**src/rtl/fp_add_arbiter_pkg.sv**
```systemverilog
// Shared types and widths for the two-requester arbiter around the shared FP adder.
// The optional FP_ADD_ARB_STATS_EN build adds per-requester grant counters to fp_add_arbiter.
package fp_add_arbiter_pkg;

  localparam int unsigned FP_W  = 32;
  localparam int unsigned CNT_W = 16;

  typedef enum logic [1:0] {
    IDLE  = 2'd0,
    ISSUE = 2'd1,
    RESP  = 2'd2
  } state_t;

  // Operand pair latched at grant time, tagged with its owner.
  typedef struct packed {
    logic [FP_W-1:0] a;
    logic [FP_W-1:0] b;
    logic            id;
  } op_t;

endpackage

```
**src/rtl/FloatingPointAdder.sv**
```systemverilog
// Combinational IEEE-754 single adder: align, add/subtract magnitudes, normalise, truncate.
// Subnormal results flush to zero; Out is forced to zero while enable is low.
module FloatingPointAdder
  import fp_add_arbiter_pkg::*;
(
  input  logic [FP_W-1:0] A,
  input  logic [FP_W-1:0] B,
  input  logic            enable,
  output logic [FP_W-1:0] Out
);

  logic [FP_W-1:0] big_op;
  logic [FP_W-1:0] small_op;
  logic [7:0]      e_big;
  logic [7:0]      e_small;
  logic [7:0]      e_diff;
  logic [7:0]      e_res;
  logic [23:0]     m_big;
  logic [23:0]     m_small;
  logic [23:0]     m_shift;
  logic [24:0]     m_sum;
  logic [23:0]     m_norm;
  logic [4:0]      lz;
  logic [FP_W-1:0] result;

  always_comb begin
    big_op   = A;
    small_op = B;
    if (A[30:0] < B[30:0]) begin
      big_op   = B;
      small_op = A;
    end
    // Subnormals use exponent 1 with no hidden bit
    e_big   = (big_op[30:23] == 8'd0) ? 8'd1 : big_op[30:23];
    e_small = (small_op[30:23] == 8'd0) ? 8'd1 : small_op[30:23];
    m_big   = {|big_op[30:23], big_op[22:0]};
    m_small = {|small_op[30:23], small_op[22:0]};
    e_diff  = e_big - e_small;
    m_shift = (e_diff > 8'd24) ? 24'd0 : (m_small >> e_diff);
    if (big_op[31] == small_op[31]) begin
      m_sum = {1'b0, m_big} + {1'b0, m_shift};
    end else begin
      m_sum = {1'b0, m_big} - {1'b0, m_shift};
    end
    lz = 5'd24;
    for (int i = 0; i < 24; i++) begin
      if (m_sum[i]) lz = 5'(23 - i);
    end
    m_norm = m_sum[23:0] << lz;
    e_res  = e_big - 8'(lz);
    result = {big_op[31], e_res, m_norm[22:0]};
    if (m_sum[24]) begin
      result = {big_op[31], e_big + 8'd1, m_sum[23:1]};
    end else if ((m_sum == 25'd0) || ({1'b0, e_big} <= {4'd0, lz})) begin
      result = '0;
    end
  end

  assign Out = enable ? result : '0;

endmodule

```
**src/rtl/fp_add_arbiter.sv**
```systemverilog
// Round-robin arbiter sharing one FloatingPointAdder between two requesters (IDLE/ISSUE/RESP).
// Define FP_ADD_ARB_STATS_EN to build the grant_cnt0/grant_cnt1 counters and ports.
module fp_add_arbiter
  import fp_add_arbiter_pkg::*;
(
  input  logic             clk,
  input  logic             rst,
  input  logic             req0_valid,
  output logic             req0_ready,
  input  logic [FP_W-1:0]  req0_a,
  input  logic [FP_W-1:0]  req0_b,
  input  logic             req1_valid,
  output logic             req1_ready,
  input  logic [FP_W-1:0]  req1_a,
  input  logic [FP_W-1:0]  req1_b,
  output logic             rsp_valid,
  input  logic             rsp_ready,
  output logic             rsp_id,
`ifdef FP_ADD_ARB_STATS_EN
  output logic [CNT_W-1:0] grant_cnt0,
  output logic [CNT_W-1:0] grant_cnt1,
`endif
  output logic [FP_W-1:0]  rsp_sum
);

  state_t          state;
  state_t          state_nxt;
  op_t             op_q;
  op_t             op_sel;
  logic            last_grant;
  logic            accept;
  logic            adder_en;
  logic [FP_W-1:0] adder_out;

  always_ff @(posedge clk or posedge rst) begin
    if (rst) state <= IDLE;
    else     state <= state_nxt;
  end

  // Grant decision is combinational so the transfer completes in the IDLE cycle.
  always_comb begin
    state_nxt  = state;
    req0_ready = 1'b0;
    req1_ready = 1'b0;
    accept     = 1'b0;
    adder_en   = 1'b0;
    op_sel     = '{a: req0_a, b: req0_b, id: 1'b0};
    unique case (state)
      IDLE: begin
        if (!rst) begin
          if (req0_valid && (!req1_valid || last_grant)) begin
            req0_ready = 1'b1;
            accept     = 1'b1;
          end else if (req1_valid) begin
            req1_ready = 1'b1;
            accept     = 1'b1;
            op_sel     = '{a: req1_a, b: req1_b, id: 1'b1};
          end
          if (accept) state_nxt = ISSUE;
        end
      end
      ISSUE: begin
        adder_en  = 1'b1;
        state_nxt = RESP;
      end
      RESP: begin
        if (rsp_ready) state_nxt = IDLE;
      end
      default: state_nxt = IDLE;
    endcase
  end

  always_ff @(posedge clk or posedge rst) begin
    if (rst) begin
      op_q       <= '0;
      last_grant <= 1'b1;
      rsp_sum    <= '0;
      rsp_id     <= 1'b0;
    end else begin
      if (accept) begin
        op_q       <= op_sel;
        last_grant <= op_sel.id;
      end
      if (state == ISSUE) begin
        rsp_sum <= adder_out;
        rsp_id  <= op_q.id;
      end
    end
  end

  assign rsp_valid = (state == RESP);

  FloatingPointAdder u_adder (
    .A      (op_q.a),
    .B      (op_q.b),
    .enable (adder_en),
    .Out    (adder_out)
  );

`ifdef FP_ADD_ARB_STATS_EN
  always_ff @(posedge clk or posedge rst) begin
    if (rst) begin
      grant_cnt0 <= '0;
      grant_cnt1 <= '0;
    end else begin
      if (req0_valid && req0_ready) grant_cnt0 <= grant_cnt0 + CNT_W'(1);
      if (req1_valid && req1_ready) grant_cnt1 <= grant_cnt1 + CNT_W'(1);
    end
  end
`else
  // Statistics counters are not built in this configuration.
`endif

endmodule

```
**config.mk**
```make
export PLATFORM = sky130hd
export DESIGN_NAME = fp_add_arbiter
export DESIGN_NICKNAME = d
export VERILOG_FILES = /design/src/rtl/fp_add_arbiter_pkg.sv /design/src/rtl/FloatingPointAdder.sv /design/src/rtl/fp_add_arbiter.sv
export SDC_FILE = /design/constraint.sdc
export NUM_CORES = 1
export LEC_CHECK = 0
export ABC_AREA = 1
export CAP_MARGIN = 10
export CORE_MARGIN = 4
export CORE_UTILIZATION = 38
export CTS_CLUSTER_SIZE = 14
export DETAILED_ROUTE_END_ITERATION = 8
export DONT_BUFFER_PORTS = 1
export SYNTH_ARGS = -nofsm -noshare
export SYNTH_HDL_FRONTEND = slang
export SYNTH_SLANG_ARGS = --single-unit
```
**constraint.sdc**
```tcl
create_clock -name clk -period 13.2 [get_ports clk]
set_input_delay 2.64 -clock clk [delete_from_list [all_inputs] [get_ports clk]]
set_output_delay 2.64 -clock clk [all_outputs]
set_load 0.03 [all_outputs]
```
Word-level counts from Yosys, hierarchy flattened
Index checks and enable logic that the tools add are counted.
{ "op_classes": {"shifts": 2, "n_eq_ne": 6, "n_reduce_logical": 11, "mux": 54, "magnitude_cmp": 3, "add_sub_neg": 5} }
{ "op_table": {"columns": ["cell", "count"], "rows": [
  ["2-to-1 mux 65 bit", 4],
  ["2-to-1 mux 32 bit", 5],
  ["2-to-1 mux 5 bit", 16],
  ["2-to-1 mux 4 bit", 8],
  ["< comparator 31 bit", 1],
  ["adder 24 x 24 -> 25 bit", 1],
  ["zero test 25 bit", 1],
  ["2-to-1 mux 25 bit", 1],
  ["subtractor 24 x 24 -> 25 bit", 1],
  ["2-to-1 mux 24 bit", 1],
  ["left shift 24 x 5 -> 23 bit", 1],
  ["right shift 24 x 8 -> 24 bit", 1],
  ["zero test 8 bit", 2],
  ["2-to-1 mux 8 bit", 2],
  ["OR reduction 8 bit", 2],
  ["2-to-1 mux 1 bit", 13],
  ["adder 8 x 1 -> 8 bit (second input constant)", 1],
  ["> comparator 8 x 5 -> 1 bit (second input constant)", 1],
  ["<= comparator 8 x 5 -> 1 bit", 1],
  ["subtractor 8 x 5 -> 8 bit", 1],
  ["subtractor 8 bit", 1],
  ["2-to-1 mux 2 bit", 3],
  ["case mux 2 bit (3 select lines)", 1],
  ["!= test 2 bit (second input constant)", 2],
  ["other kinds (9)", 10]
]} }
{ "word_totals": {"register_bits": 101, "input_bits": 133} }

Depth between registers and ports, before layout
{ "logic_depth": {"word_depth": 38, "depth_mapped": 87, "depth_no_buf": 82} }

By module
From an unflattened synthesis, not the netlist that was laid out.
{ "unflattened": {"cells_unflattened": 2170, "hier_area_um2": 12864.8} }
{ "by_module_without_submodules": {"columns": ["module", "seq_area_each_um2", "cells_per_inst", "area_per_inst_um2", "instances"], "rows": [
  ["FloatingPointAdder", 0.0, 1453, 7751.2, 1],
  ["fp_add_arbiter", 2528.7, 717, 5113.7, 1]
]} }

Worst setup path before layout
Ideal clock, no wire load.
{ "synth_path": {"path_kind": "flip-flop to flip-flop", "start": "register op_q[31] (netlist bit)", "end": "register rsp_sum[10]", "arrival_ns": 9.738, "path_slack_ns": 3.346, "period_less_slack_ns": 9.854, "path_stages_with_launch": 78, "path_cell_list": "dfrtp_1 inv_1 ha_1 nand2_1 nor2_2 nand2_2 nor2_1 nand2_1 nand2_1 nor2_2 nand2_4 buf_2 buf_2 clkbuf_1 clkbuf_1 nand2_1 o21ai_0 nand2_1 [42 not listed] inv_1 nand2_1 nor2_2 inv_1 a21oi_4 inv_1 ha_1 a21oi_1 o21ai_0 a21oi_1 nor2_1 o32ai_1 nand3_2 nand2_4 inv_4 buf_6 nand2_2 nand2_1"} }
{ "synth_via": {"elab_chain_len": 38, "elab_cells_between_ends": 48, "cone_classes": "3 x add/sub; 3 x order compare; 1 x eq/ne; 2 x shift; 33 x mux; 6 x reduce/logical"} }
{ "synth_rtl": {"columns": ["item", "line", "rtl"], "rows": [
  ["start: declaration", "fp_add_arbiter.sv:28", "op_t op_q;"],
  ["start signal: assignment", "fp_add_arbiter.sv:81", "op_q <= op_sel;"],
  ["< comparator 31 bit", "FloatingPointAdder.sv:29", "if (A[30:0] < B[30:0]) begin"],
  ["2-to-1 mux 32 bit", "FloatingPointAdder.sv:29", null],
  ["zero test 8 bit (on tied branches)", "FloatingPointAdder.sv:34, FloatingPointAdder.sv:35", null],
  ["2-to-1 mux 8 bit (on tied branches)", "FloatingPointAdder.sv:34, FloatingPointAdder.sv:35", null],
  ["subtractor 8 bit", "FloatingPointAdder.sv:38", "e_diff = e_big - e_small;"],
  ["right shift 24 x 8 -> 24 bit / > comparator 8 x 5 -> 1 bit (equally long branches)", "FloatingPointAdder.sv:39", "m_shift = (e_diff > 8'd24) ? 24'd0 : (m_small >> e_diff);"],
  ["2-to-1 mux 24 bit", "FloatingPointAdder.sv:39", null],
  ["subtractor 24 x 24 -> 25 bit / adder 24 x 24 -> 25 bit (equally long branches)", "FloatingPointAdder.sv:43, FloatingPointAdder.sv:41", null],
  ["2-to-1 mux 25 bit", "FloatingPointAdder.sv:40", "if (big_op[31] == small_op[31]) begin"],
  ["2-to-1 mux 4 bit (8 in a row)", "FloatingPointAdder.sv:47", "if (m_sum[i]) lz = 5'(23 - i);"],
  ["2-to-1 mux 5 bit (16 in a row)", "FloatingPointAdder.sv:47", null],
  ["<= comparator 8 x 5 -> 1 bit", "FloatingPointAdder.sv:54", "end else if ((m_sum == 25'd0) || ({1'b0, e_big} <= {4'd0, lz})) begin"],
  ["logical OR 1 bit", "FloatingPointAdder.sv:54", null],
  ["2-to-1 mux 32 bit", "FloatingPointAdder.sv:54", null],
  ["2-to-1 mux 32 bit *", "FloatingPointAdder.sv:52", "if (m_sum[24]) begin"],
  ["2-to-1 mux 32 bit *", "FloatingPointAdder.sv:59", "assign Out = enable ? result : '0;"],
  ["end signal: assignment", "fp_add_arbiter.sv:85", "rsp_sum <= adder_out;"],
  ["end: declaration", "fp_add_arbiter.sv:23", "output logic [FP_W-1:0] rsp_sum"]
]} }
Mark *: on every way between the ends. The rest lies on a longest branch, timed or not.
A chain may end at the register's enable or synchronous reset.

Final worst setup path
{ "layout_path": {"start": "register op_q[31] (netlist bit)", "end": "register rsp_sum[6]"} }
Same word-level chain as after synthesis.

==> impl_results.md <==
- Via count: 12000
- Crit share post-route: 0.888
- Sequential area share after synthesis: 0.220
- Synth Area in Compound Gates: 0.152
- CP endpoint: rsp_sum[6]
- Largest family of logic cells by synthesized area: simple AND/OR/NAND/NOR gates
- Met1 Usage GRT: 0.312
- Synth cell types: 52
- Status: completed
- CP arrival: 11.98 ns
- Die ar.: 0.0331 mm^2
- Adder-cell share of the synthesized area: 0.0765
- GR peak layer: met2
- Global Route met2 Usage: 0.362
- Chip width: 182 um
- GRT Total Usage: 0.224
- Drt pass-1 iters: 6
- Diode count: 0
- Drt total wl: 37.5 mm
- Avg WL per Cell: 16.8 um
- Share of cells above drive strength 1: 0.0550
- Dpl hpwl: 30.3 mm
- Post-synth top flop: dfrtp_1
- Sum Neg Setup Slack: 0 ns
- Post-CTS setup buffers: 0
- Largest net degree at the start of global routing: 115
- Final setup vio count: 0
- Vias/cell: 5.39
- Clock tree buffer depth: 2
- Slew Limit Headroom: 0.331
- Hold crit path type: flip-flop to flip-flop
- Hold_sp: last_grant
- Final Hold Viols: 0
- WS Path Type: flip-flop to flip-flop
- Most used cell, CP: nand2_1
- CP Max Fanout: 31
- Vias in the first global route: 11500
- # DRC: 0
- Critical R2R Capture: rsp_sum[6]
- Syn Nets: 2104
- First-pass GRT wire length: 60.6 mm
- # IOs: 169
- Worst-Skew Late Latency: 0.37 ns
- Final cell count without fillers: 2228
- Grt ovf: 0
- CP max-delay cell: xor2_1
- Slew Limit Fails: 0
- Fin nets: 2035
- Max Cap Viol: 0
- Number of synthesized register bits: 101
- R2R cell count: 70
- CTS buffer count: 9
- Crit end category: flip-flop
- Max Clk Rate: 85.3 MHz
- Mux cell area share after synthesis: 0
- Crit. Startpoint: op_q[31]
- Final Wtd Congestion: 0.979
- Post-Syn Area: 0.0115 mm^2
- Final Critical Period: 11.72 ns
- CTS H-tree lvls: 3
- Slowest stage delay, CP: 0.61 ns
- CP Launch Type: flip-flop
- Critical R2R Launch: op_q[31]
- Root buf cell: clkbuf_16
- DRT iter0 DRCs: 807
- Asr flop ratio synth: 1.00
- ANT nets after route: 0
- Post-synthesis average cell area: 6.04 um^2
- Least-Margin Pin Slew: 1.00 ns
- Most common cell after layout, fill and taps aside: nand2_1
- Most frequent cells in the layout: nand2_1, nand3_1, inv_1
- Sink Count: 101
- Setup slack, reg-to-reg: 1.48 ns
- Initial antenna violation count: 0
- Synth Area in XOR/XNOR: 0.0411
- # rows: 63
- RSZ-0062 raised after global routing: no
- Critical Path RT: 13.46 ns
- Yosys warns: 0
- Met3 Track Usage GR: 0.0363
- Total core area: 0.0297 mm^2
- CTS tree: done
- Post-CTS sizing: 0
- Post-Synthesis Cells: 1902
- Placed Cells: 2212
- DIE HEIGHT: 182 um
- # hold bufs at CTS: 0
- Layout Area Growth over Synthesis: 4.01%
- Worst clock skew: 0.0139 ns
- Initial Util: 0.387
- Synth Area in Simple Gates: 0.405
- Clk slew on worst S/H paths: 0.08 ns
- Post-synth EDFFs: 0
- Port bufs: 0
==> synthesized netlist by cell type, types with 4 or more instances <==
cell | number | area [um^2]
nand2_2 | 27 | 169
a21oi_1 | 54 | 270
nand3b_1 | 4 | 30.0
nand2_1 | 596 | 2240
buf_6 | 9 | 101
or2_2 | 4 | 25.0
o21ai_0 | 155 | 776
nor3_1 | 7 | 35.0
xnor2_1 | 19 | 166
xor2_1 | 33 | 289
o211ai_1 | 4 | 30.0
nand4_1 | 38 | 238
clkbuf_1 | 53 | 199
clkinv_1 | 4 | 15.0
ha_1 | 67 | 838
nand3_2 | 5 | 50.1
inv_2 | 5 | 18.8
buf_4 | 8 | 60.1
nand2_4 | 4 | 45.0
buf_1 | 5 | 18.8
nor2_1 | 143 | 537
inv_1 | 183 | 687
nand3_1 | 230 | 1150
buf_2 | 20 | 100
dfrtp_1 | 100 | 2500
o22ai_1 | 65 | 407
nor2_2 | 6 | 37.5
o21ai_1 | 19 | 95.1
==> worst min-delay path by stage <==
stage | to | cells after the start | slack, ns
5_1_grt | last_grant | 2 | 0.53
6_report | last_grant | 2 | 0.49
4_1_cts | last_grant | 2 | 0.49
2_1_floorplan | last_grant | 2 | 0.46
3_5_place_dp | last_grant | 2 | 0.48
3_3_place_gp | last_grant | 2 | 0.47
==> metal layers <==
layer / vias up / routed length (um)
li1: 6125 / -
met1: 5521 / 17800
met2: 326 / 17000
met3: 48 / 1950
met4: 0 / 729
met5: - / 0
==> per-stage QoR <==
| step | worst slack [ns] | hold slack, ns | instance area, um^2 | utilization |
|---|---|---|---|---|
| finish | 1.48 | 0.489 | 11900 | 0.402 |
| global route | 0.0655 | 0.531 | 11900 | 0.402 |
| CTS | 1.43 | 0.491 | 11900 | 0.402 |
| detailed placement | 1.49 | 0.476 | 11600 | 0.391 |
| global placement | 1.73 | 0.474 | 11600 | 0.391 |
| floorplan | 3.35 | 0.461 | 11500 | - |
==> cells by family after synthesis <==
group / count (synthesis)
compound gates: 317
xor+xnor: 53
fa+ha+maj: 69
buf+inv: 288
flops: 101
simple gates: 1074
==> flip-flops by register name, indices dropped and copies added (netlist names) <==
signal	cells
last_grant	1
op_q	65
rsp_id	1
rsp_sum	32
state	2
==> worst max-delay path: cells and delay by family, from the launching register on <==
family / cells / cell delay (ns)
simple gates: 38 / 4.40
fa+ha+maj: 5 / 1.37
buf+inv: 14 / 2.01
xor+xnor: 3 / 1.21
flops: 1 / 0.41
compound gates: 10 / 2.13
==> area by class of cell <==
| class | count | area (um^2) |
|---|---|---|
| Sequential cell | 101 | 2530 |
| Inverter | 193 | 733 |
| Tap cell | 390 | 488 |
| Clock buffer | 10 | 229 |
| Multi-Input combinational cell | 1513 | 7760 |
| Timing Repair Buffer | 15 | 113 |
| Clock inverter | 6 | 92.6 |
| Fill cell | 3290 | 17800 |
Power is not shown: default switching activity piles up to over one toggle a cycle in this logic, so the estimate is an artifact.
